`src/rtl/sync_frame_pkg.sv`:
```
`default_nettype none
// ============================================================================
//  Module      : sync_frame_pkg
//  Description : Shared constants for the sync-frame receiver and its SPI
//                readout port (default frame geometry, status width, SPI
//                state encoding).
//  Revision    : 1.0 - initial release
// ============================================================================
package sync_frame_pkg;

    localparam int          c_FRAME_LEN_DEF = 64;
    localparam logic [63:0] c_SYNC_MASK_DEF = 64'h7C00_001F_0000_01FF;
    localparam logic [63:0] c_SYNC_VAL_DEF  = 64'h7C00_001F_0000_01FF;

    // Width of the optional status byte prepended to the SPI readout
    localparam int          c_STATUS_W      = 8;

    // SPI slave state encoding
    localparam logic [1:0]  c_ST_IDLE       = 2'd0;
    localparam logic [1:0]  c_ST_XFER       = 2'd1;
    localparam logic [1:0]  c_ST_DONE       = 2'd2;

endpackage : sync_frame_pkg
`default_nettype wire

```
`src/rtl/spi_slave_if.sv`:
```
`default_nettype none
// ============================================================================
//  Module      : spi_slave_if
//  Description : Mode-0 SPI slave. Synchronises CS/SCK/MOSI into clk, shifts
//                a snapshot of the held frame out MSB-first on MISO, collects
//                MOSI bytes, and flags a complete read so the frame can be
//                released by the owner of the holding buffer.
//  Revision    : 1.0 - initial release
// ============================================================================
module spi_slave_if
    import sync_frame_pkg::*;
#(
    parameter int TX_W        = 64,
    parameter int SYNC_STAGES = 2
) (
    input  logic            clk,
    input  logic            rst_n,
    input  logic            CS,
    input  logic            SCK,
    input  logic            MOSI,
    input  logic [TX_W-1:0] tx_load,
    output logic            MISO,
    output logic [7:0]      rx_byte,
    output logic            rx_valid,
    output logic            consume
);

    localparam int                 c_BIT_W   = $clog2(TX_W + 1);
    localparam logic [c_BIT_W-1:0] c_BIT_END = c_BIT_W'(TX_W);

    logic [SYNC_STAGES-1:0] r_cs_sync;
    logic [SYNC_STAGES-1:0] r_sck_sync;
    logic [SYNC_STAGES-1:0] r_mosi_sync;
    logic [SYNC_STAGES-1:0] r_sync_vld;
    logic                   r_sck_d;
    logic                   r_armed;
    logic [1:0]             r_state;
    logic [TX_W-1:0]        r_tx;
    logic [c_BIT_W-1:0]     r_bit_cnt;
    logic [2:0]             r_rx_cnt;
    logic [6:0]             r_rx_sh;
    logic [7:0]             r_rx_byte;
    logic                   r_rx_valid;

    logic w_cs_s;
    logic w_sck_s;
    logic w_mosi_s;
    logic w_sck_rise;
    logic w_sck_fall;

    assign w_cs_s     = r_cs_sync[SYNC_STAGES-1];
    assign w_sck_s    = r_sck_sync[SYNC_STAGES-1];
    assign w_mosi_s   = r_mosi_sync[SYNC_STAGES-1];
    assign w_sck_rise = w_sck_s & ~r_sck_d;
    assign w_sck_fall = ~w_sck_s & r_sck_d;

    // Synchronisers; r_sync_vld marks when the CS chain holds real pin samples
    // rather than its reset value, so a transaction already running at reset
    // release is not mistaken for a fresh CS fall.
    always_ff @(posedge clk or negedge rst_n) begin
        if (!rst_n) begin
            r_cs_sync   <= '1;
            r_sck_sync  <= '0;
            r_mosi_sync <= '0;
            r_sync_vld  <= '0;
            r_sck_d     <= 1'b0;
        end else begin
            r_cs_sync   <= {r_cs_sync[SYNC_STAGES-2:0], CS};
            r_sck_sync  <= {r_sck_sync[SYNC_STAGES-2:0], SCK};
            r_mosi_sync <= {r_mosi_sync[SYNC_STAGES-2:0], MOSI};
            r_sync_vld  <= {r_sync_vld[SYNC_STAGES-2:0], 1'b1};
            r_sck_d     <= w_sck_s;
        end
    end

    // SPI transfer state machine with tx/rx shifters
    always_ff @(posedge clk or negedge rst_n) begin
        if (!rst_n) begin
            r_state    <= c_ST_IDLE;
            r_armed    <= 1'b0;
            r_tx       <= '0;
            r_bit_cnt  <= '0;
            r_rx_cnt   <= '0;
            r_rx_sh    <= '0;
            r_rx_byte  <= '0;
            r_rx_valid <= 1'b0;
        end else begin
            r_rx_valid <= 1'b0;
            case (r_state)
                c_ST_IDLE: begin
                    // A CS fall only starts a transfer once CS was seen high
                    if (r_armed && !w_cs_s) begin
                        r_tx      <= tx_load;
                        r_bit_cnt <= '0;
                        r_rx_cnt  <= '0;
                        r_rx_sh   <= '0;
                        r_armed   <= 1'b0;
                        r_state   <= c_ST_XFER;
                    end else if (w_cs_s && r_sync_vld[SYNC_STAGES-1]) begin
                        r_armed <= 1'b1;
                    end
                end
                c_ST_XFER: begin
                    if (w_cs_s) begin
                        // Partial MOSI byte is simply abandoned
                        r_tx    <= '0;
                        r_state <= c_ST_DONE;
                    end else if (w_sck_rise) begin
                        r_rx_sh  <= {r_rx_sh[5:0], w_mosi_s};
                        r_rx_cnt <= r_rx_cnt + 3'd1;
                        if (r_bit_cnt != c_BIT_END) begin
                            r_bit_cnt <= r_bit_cnt + 1'b1;
                        end
                        if (r_rx_cnt == 3'd7) begin
                            r_rx_byte  <= {r_rx_sh, w_mosi_s};
                            r_rx_valid <= 1'b1;
                        end
                    end else if (w_sck_fall) begin
                        // Zero fill makes MISO read 0 once every bit is out
                        r_tx <= {r_tx[TX_W-2:0], 1'b0};
                    end
                end
                c_ST_DONE: begin
                    r_state <= c_ST_IDLE;
                end
                default: begin
                    r_state <= c_ST_IDLE;
                end
            endcase
        end
    end

    assign consume  = (r_state == c_ST_DONE) && (r_bit_cnt == c_BIT_END);
    assign MISO     = r_tx[TX_W-1] & ~CS;
    assign rx_byte  = r_rx_byte;
    assign rx_valid = r_rx_valid;

endmodule : spi_slave_if
`default_nettype wire

```
`src/rtl/sync_frame_spi_rx.sv`:
```
`default_nettype none
// ============================================================================
//  Module      : sync_frame_spi_rx
//  Description : Serial frame receiver. Shifts din on sh_en, detects a frame
//                by masked sync-bit compare, holds it in a one-deep buffer and
//                exposes it to an external SPI master through spi_slave_if.
//                Build option SPI_STATUS_BYTE_EN prepends the status byte
//                {frame_valid, overrun, 6'd0} ahead of the frame on MISO.
//  Revision    : 1.0 - initial release
// ============================================================================
module sync_frame_spi_rx
    import sync_frame_pkg::*;
#(
    parameter int                   FRAME_LEN   = c_FRAME_LEN_DEF,
    parameter logic [FRAME_LEN-1:0] SYNC_MASK   = c_SYNC_MASK_DEF,
    parameter logic [FRAME_LEN-1:0] SYNC_VAL    = c_SYNC_VAL_DEF,
    parameter int                   SYNC_STAGES = 2
) (
    input  logic       clk,
    input  logic       rst_n,
    input  logic       din,
    input  logic       sh_en,
    input  logic       CS,
    input  logic       SCK,
    input  logic       MOSI,
    output logic       MISO,
    output logic       pkt_rec,
    output logic       frame_valid,
    output logic       overrun,
    output logic [7:0] rx_byte,
    output logic       rx_valid
);

    localparam int                 c_CNT_W     = $clog2(FRAME_LEN + 1);
    localparam logic [c_CNT_W-1:0] c_FILL_FULL = c_CNT_W'(FRAME_LEN);
`ifdef SPI_STATUS_BYTE_EN
    localparam int                 c_TX_W      = FRAME_LEN + c_STATUS_W;
`else
    localparam int                 c_TX_W      = FRAME_LEN;
`endif

    logic [FRAME_LEN-1:0] r_shreg;
    logic [FRAME_LEN-1:0] r_buffer;
    logic [c_CNT_W-1:0]   r_fill_cnt;
    logic                 r_frame_valid;
    logic                 r_overrun;

    logic                 w_detect;
    logic                 w_consume;
    logic [c_TX_W-1:0]    w_tx_load;

    // Match is judged on the already-shifted register, so it fires the cycle
    // after the completing sh_en
    assign w_detect = (r_fill_cnt == c_FILL_FULL) &&
                      ((r_shreg & SYNC_MASK) == (SYNC_VAL & SYNC_MASK));

    // Shift register and fill counter; a detect restarts the fill count
    always_ff @(posedge clk or negedge rst_n) begin
        if (!rst_n) begin
            r_shreg    <= '0;
            r_fill_cnt <= '0;
        end else begin
            if (sh_en) begin
                r_shreg <= {r_shreg[FRAME_LEN-2:0], din};
            end
            if (w_detect) begin
                r_fill_cnt <= sh_en ? c_CNT_W'(1) : '0;
            end else if (sh_en && (r_fill_cnt != c_FILL_FULL)) begin
                r_fill_cnt <= r_fill_cnt + 1'b1;
            end
        end
    end

    // Holding buffer; a consume in the same cycle frees the slot for the new frame
    always_ff @(posedge clk or negedge rst_n) begin
        if (!rst_n) begin
            r_buffer      <= '0;
            r_frame_valid <= 1'b0;
            r_overrun     <= 1'b0;
        end else begin
            if (w_detect && (!r_frame_valid || w_consume)) begin
                r_buffer      <= r_shreg;
                r_frame_valid <= 1'b1;
            end else if (w_consume) begin
                r_frame_valid <= 1'b0;
            end
            if (w_consume) begin
                r_overrun <= 1'b0;
            end else if (w_detect && r_frame_valid) begin
                r_overrun <= 1'b1;
            end
        end
    end

`ifdef SPI_STATUS_BYTE_EN
    assign w_tx_load = {r_frame_valid, r_overrun, 6'd0, r_buffer};
`else
    assign w_tx_load = r_buffer;
`endif

    spi_slave_if #(
        .TX_W        (c_TX_W),
        .SYNC_STAGES (SYNC_STAGES)
    ) u_spi (
        .clk      (clk),
        .rst_n    (rst_n),
        .CS       (CS),
        .SCK      (SCK),
        .MOSI     (MOSI),
        .tx_load  (w_tx_load),
        .MISO     (MISO),
        .rx_byte  (rx_byte),
        .rx_valid (rx_valid),
        .consume  (w_consume)
    );

    assign pkt_rec     = w_detect;
    assign frame_valid = r_frame_valid;
    assign overrun     = r_overrun;

endmodule : sync_frame_spi_rx
`default_nettype wire

```
`config.mk`:
```
export PLATFORM = sky130hd
export DESIGN_NAME = sync_frame_spi_rx
export DESIGN_NICKNAME = d
export VERILOG_FILES = /design/src/rtl/sync_frame_pkg.sv /design/src/rtl/spi_slave_if.sv /design/src/rtl/sync_frame_spi_rx.sv
export SDC_FILE = /design/constraint.sdc
export NUM_CORES = 1
export LEC_CHECK = 0
export ABC_AREA = 1
export ABC_CLOCK_PERIOD_IN_PS = 2600
export CAP_MARGIN = 20
export CORE_ASPECT_RATIO = 1.5
export CORE_MARGIN = 2
export CORE_UTILIZATION = 42
export DETAILED_ROUTE_END_ITERATION = 6
export GPL_ROUTABILITY_DRIVEN = 1
export PLACE_DENSITY_LB_ADDON = 0.25
export REMOVE_ABC_BUFFERS = 1
export SLEW_MARGIN = 25
export SYNTH_ARGS = -nofsm -noshare
export SYNTH_HDL_FRONTEND = slang
export SYNTH_HIERARCHICAL = 1
export SYNTH_SLANG_ARGS = --single-unit
```
`constraint.sdc`:
```
create_clock -name clk -period 2.6 [get_ports clk]
set_input_delay 0.78 -clock clk [delete_from_list [all_inputs] [get_ports clk]]
set_output_delay 0.78 -clock clk [all_outputs]
set_load 0.02 [all_outputs]
```
== After elaboration in Yosys (flattened, before gate mapping) ==
Cells that the tools add are included.

* $add $sub $neg: 3
* Eq/ne operators: 15
* Muxes and demuxes: 33
* Bitwise gates (word level): 7
* Reductions and logical operators: 22

{| class="wikitable"
|+ Operators by type and width
! cell !! number
|-
| 64-bit two-way mux || 4
|-
| 64-bit one-hot mux with 2 select lines || 1
|-
| 7-bit two-way mux || 8
|-
| 7-bit one-hot mux with 2 select lines || 2
|-
| 19-bit equality test (second input constant) || 1
|-
| 7-bit by 1-bit adder with 7-bit output (second input constant) || 2
|-
| 7-bit equality test (second input constant) || 2
|-
| 7-bit != test (second input constant) || 2
|-
| 4-bit AND reduction || 3
|-
| 1-bit two-way mux || 11
|-
| 2-bit nonzero test || 5
|-
| 3-bit two-way mux || 3
|-
| 2-bit by 1-bit != test with 1-bit output (second input constant) || 4
|-
| 1-bit logical AND || 7
|-
| 3-bit one-hot mux with 2 select lines || 1
|-
| 5-bit AND reduction || 1
|-
| 2-bit two-way mux || 2
|-
| 1-bit inverter || 4
|-
| 2-bit one-hot mux with 2 select lines || 1
|-
| 2-bit AND reduction || 2
|-
| 3-bit by 1-bit adder with 3-bit output (second input constant) || 1
|-
| 1-bit bitwise AND || 3
|-
| 3-bit equality test (second input constant) || 1
|-
| 3-bit by 1-bit != test with 1-bit output (second input constant) || 1
|-
| 7 further kinds || 8
|}

* Register bits: 239
* Input bits: 7
* Output and inout port bits: 13
* Word-level logic and storage cells: 98

== Longest topological paths before layout ==
* Depth in word-level cells: 6
* Mapped depth: 12
* Gate-level depth less buffers: 11

== Hierarchy ==
The synthesis kept the hierarchy.

{| class="wikitable"
|+ By module, submodules not included
! module !! instances !! cells each !! area each (um2)
|-
| sync_frame_spi_rx || 1 || 540 || 5168.7
|-
| spi_slave_if || 1 || 605 || 4794.6
|}

== Worst setup path after synthesis ==
OpenSTA, ideal clock, no wires.

* Kind: flip-flop to output port
* Start point: register r_fill_cnt[0]
* End point: output pkt_rec
* Data arrival time: 1.225 ns
* Data required time: 1.820 ns
* Setup slack: 0.595 ns
* Stages on the path, launching flop included: 9
* Buffers on the path: 0
* Path through: dfrtp_1 inv_1 ha_1 inv_1 nor2_1 nand3_1 nor2_2 nand2_1 inv_1

* Longest elaborated chain between the ends: 2

{| class="wikitable"
|+ Ends and longest elaborated chain
! item !! RTL line !! RTL
|-
| start, declared || sync_frame_spi_rx.sv:44 || <nowiki>logic [c_CNT_W-1:0] r_fill_cnt;</nowiki>
|-
| start signal, assigned || sync_frame_spi_rx.sv:67 || <nowiki>r_fill_cnt <= sh_en ? c_CNT_W'(1) : '0;</nowiki>
|-
| start signal, assigned || sync_frame_spi_rx.sv:69 || <nowiki>r_fill_cnt <= r_fill_cnt + 1'b1;</nowiki>
|-
| 7-bit equality test || sync_frame_spi_rx.sv:54 || <nowiki>assign w_detect = (r_fill_cnt == c_FILL_FULL) &&</nowiki>
|-
| 1-bit logical AND || sync_frame_spi_rx.sv:54 ||
|-
| end, declared || sync_frame_spi_rx.sv:27 || <nowiki>output logic pkt_rec,</nowiki>
|}

Every way passes these cells.

== Final worst setup path ==
* Start point: register r_fill_cnt[1]
* End point: output pkt_rec

The elaborated chain is that of the path after synthesis.

==> run_results.csv <==
group,metric,value,unit
grt,grt_usage,0.158,
grt,grt_max_degree,70,
layout,final-seq-area,0.00598,mm2
worst_setup_path,cpPeakStageDelay,0.41,ns
layout,fill_cells,2261,
sta,finalHoldViolCount,0,
worst_setup_path,r2r_start,"u_spi/r_bit_cnt[0]",
worst_setup_path,crit_family,"flip-flops",
cts,cts_root_buf,"clkbuf_16",
synth,syn_inst,1145,
pwr,p_leak,5.19,nW
placed_design,gp_congestion,0.703,
worst_setup_path,slowest_stage,"dfrtp_1",
synth,ys_ff_latch,239,
synth,synth_top_area_share,0.595,
sta,slew_viol_final,0,
sta,finalSetupTns,0,ns
placed_design,place_hpwl,10900,um
detailed_routing,first_iter_violations,388,
layout,syn2layout_area_growth,14.0,%
detailed_routing,routed_wl,18000,um
placed_design,portBuffers,19,
worst_setup_path,worstPathArrival,1.71,ns
floorplanning,die_area,0.0250,mm2
sta,fin_skew,0.0239,ns
status,status,"completed",
floorplanning,chipHeight,193,um
detailed_routing,ant_nets,0,
detailed_routing,avgRoutedWirePerCell,12.1,um
cts,clkSinkCount,239,
floorplanning,coreArea,0.0235,mm2
cts,clkLatencyLatePin,0.52,ns
grt,grt_pass1_vias,7134,
grt,grt_antenna_before_repair,0,
floorplanning,die_w,130,um
worst_setup_path,path_common_cell,"inv_2",
layout,fin_cells,1491,
floorplanning,fp-row-count,69,
sta,fin_crit,2.49,ns
synth,avgSynthCellArea,8.70,um2
worst_setup_path,critPathKind,"register to primary output",
layout,n_antenna_cell,0,
synth,yosysTopAreaCell,"dfrtp_1",
floorplanning,initial_utilization,0.424,
layout,nets,1172,
cts,h-tree-depth,1,
pwr,p_per_area,793,mW/mm2
layout,multiInputGateArea,0.00310,mm2
detailed_routing,routed_via_density,4.74,
layout,stdcell_area,0.0114,mm2
worst_setup_path,critPathLaunchType,"register",
detailed_routing,vias,7070,
synth,ys.warnings.count,6,
sta,setup_viol,0,
sta,fmax,0.401,GHz
synth,ys_types,30,
sta,max_slew_margin,0.466,
synth,syn_area,0.00996,mm2
pwr,vdd_drop_max,0.529,mV
grt,grt_overflow,0,
worst_setup_path,r2r_end,"r_buffer[48]",
cts,cts.path.max_buffers,3,
worst_setup_path,r2r_setup_slack,0.46,ns
layout,final_util,0.484,
cts,clk_pin_slew,0.06,ns
cts,cts_buffers,24,
cts,cts_tree,"built",
cts,hold_buffers,0,
worst_setup_path,endpoint_kind,"primary output",
floorplanning,num_io_pins,20,
worst_setup_path,reg2reg_depth,13,
detailed_routing,drc_errors,0,
synth,seq_area_frac_synth,0.601,
detailed_routing,drt_first_pass_iters,4,
worst_setup_path,crit_buf_inv,4,
sta,layout_worst_path_cycle_share,0.959,
placed_design,dp.cells,1451,
run,cap_violations,0,
layout,layout-drive-gt1-share,0.0734,
hold_path,hp-class,"input pin to asynchronous set/reset pin",
worst_setup_path,path_cells,"inv_2 -> ha_4 -> inv_1 -> nor2_1 -> nand3_1 -> nor2_2 -> nand2_2 -> inv_2 -> buf_6",
grt,grt_pass1_wl,32900,um
worst_setup_path,path_max_fanout,3,
sta,worst-slew-pin-transition,0.801,ns
placed_design,placed_area,0.0106,mm2
synth,synthTopCellsByArea,"dfrtp_1 60%, nand2_1 14%, o21ai_0 6.4%",
worst_setup_path,crit_required,1.82,ns
[routing by layer]
metal,share of wire,up-vias,GRT usage
met5,0,-,0
met4,0.021,0,0.0447
met3,0.025,23,0.0169
met2,0.51,66,0.286
met1,0.45,3389,0.198
li1,-,3592,-
[worst reg2reg max path, delay by kind of cell, from the launching register on]
family	cells	cell delay, ns
adders and majority gates	1	0.15
AOI/OAI and AO/OA	1	0.08
buffers and inverters	5	0.62
and+or+nand+nor	6	0.74
DFF	1	0.42
[placed cells by master (no fill, tap or decap), types with 2 or more instances in the layout]
cell,n
a21oi_1,3
buf_12,9
buf_4,17
bufinv_16,2
clkbuf_1,6
clkbuf_16,25
clkbuf_8,3
clkdlybuf4s50_1,15
clkinv_2,2
dfrtp_1,237
dfstp_2,2
ha_1,5
inv_1,157
inv_2,5
nand2_1,360
nand2_2,3
nand3_1,16
nand3b_1,2
nand4_1,5
nor2_1,24
nor2_2,4
nor3_1,3
o21ai_0,127
o21ai_1,118
o21ai_2,8
o21bai_1,2
[how the worst max path moves through the flow]
stage | depth (start not counted) | to | slack (ns) | start
after floorplan | 5 | u_spi/r_tx[2] | -1.35 | u_spi/r_state[1]
after global placement | 3 | MISO | -0.09 | CS
after detailed placement | 3 | MISO | -0.10 | CS
after CTS | 9 | pkt_rec | 0.02 | r_fill_cnt[1]
after global routing | 9 | pkt_rec | -0.001 | r_fill_cnt[1]
final | 9 | pkt_rec | 0.11 | r_fill_cnt[1]
[flip-flops by register name (all words and copies together) (netlist names), 3 cells and up]
| register | cells |
|---|---|
| r_buffer | 64 |
| r_shreg | 64 |
| u_spi/r_tx | 64 |
| u_spi/rx_byte | 8 |
| r_fill_cnt | 7 |
| u_spi/r_bit_cnt | 7 |
| u_spi/r_rx_sh | 7 |
| u_spi/r_rx_cnt | 3 |
[logic make-up (layout without fill, tap and decap cells)]
logic type | Yosys count | after routing | share of synthesized area
buffers and inverters | 218 | 245 | 0.0908
AO/OA/AOI/OAI | 259 | 259 | 0.134
flip-flops | 239 | 239 | 0.601
adder cells (fa/ha/maj) | 6 | 6 | 0.00753
XOR/XNOR | 2 | 2 | 0.00176
other | 1 | 1 | 0.000376
AND/OR/NAND/NOR | 420 | 420 | 0.165
[timing repair]
item	CTS	global route
pin swaps	0	2
resized for setup	5	8
endpoints found under the setup margin	2	1
buffers inserted	0	1
[area by class of cell]
cell class              instances  area share
inverters                     162      0.0536
clock buffers                  34      0.0607
well taps                     319      0.0352
flip-flops and latches        239       0.527
clock inverters                 5     0.00694
multi-input cells             688       0.273
repair buffers                 44      0.0434
[per-stage QoR]
step / setup slack, ns / hold slack (ns) / total power (W)
after floorplan: -1.35 / 0.331 / 0.00500
after global placement: -0.0937 / 0.332 / 0.00565
after detailed placement: -0.102 / 0.339 / 0.00567
after CTS: 0.0244 / 0.123 / 0.00914
after global routing: -0.00107 / 0.133 / 0.00951
final: 0.107 / 0.135 / 0.00900
[report_power, final]
group | total (W) | internal, W | switching [W] | leakage, nW
logic | 0.00144 | 0.000373 | 0.00107 | 1.57
registers | 0.00416 | 0.00397 | 0.000184 | 3.25
clock network | 0.00341 | 0.00203 | 0.00138 | 0.377
total | 0.00900 | 0.00638 | 0.00263 | 5.19
[cells in the mapped netlist]
master      n
nor3b_1     1
nand3_1    16
a21oi_1     3
o31ai_1     1
clkbuf_2    3
nor2_2      4
nor3_1      3
buf_2      24
buf_1       2
dfrtp_1   237
nand4_1     5
and2_1      1
buf_6       7
o21ai_2     8
nand2_2     1
ha_1        6
inv_2       2
nand3_2     1
conb_1      1
nor2_1     24
nand3b_1    2
nand2_1   362
o21ai_1   118
clkbuf_1   20
xor2_1      1
inv_1     160
o21bai_1    2
xnor2_1     1
o21ai_0   127
dfstp_2     2
Note: power is estimated with default switching activity, not from simulation.
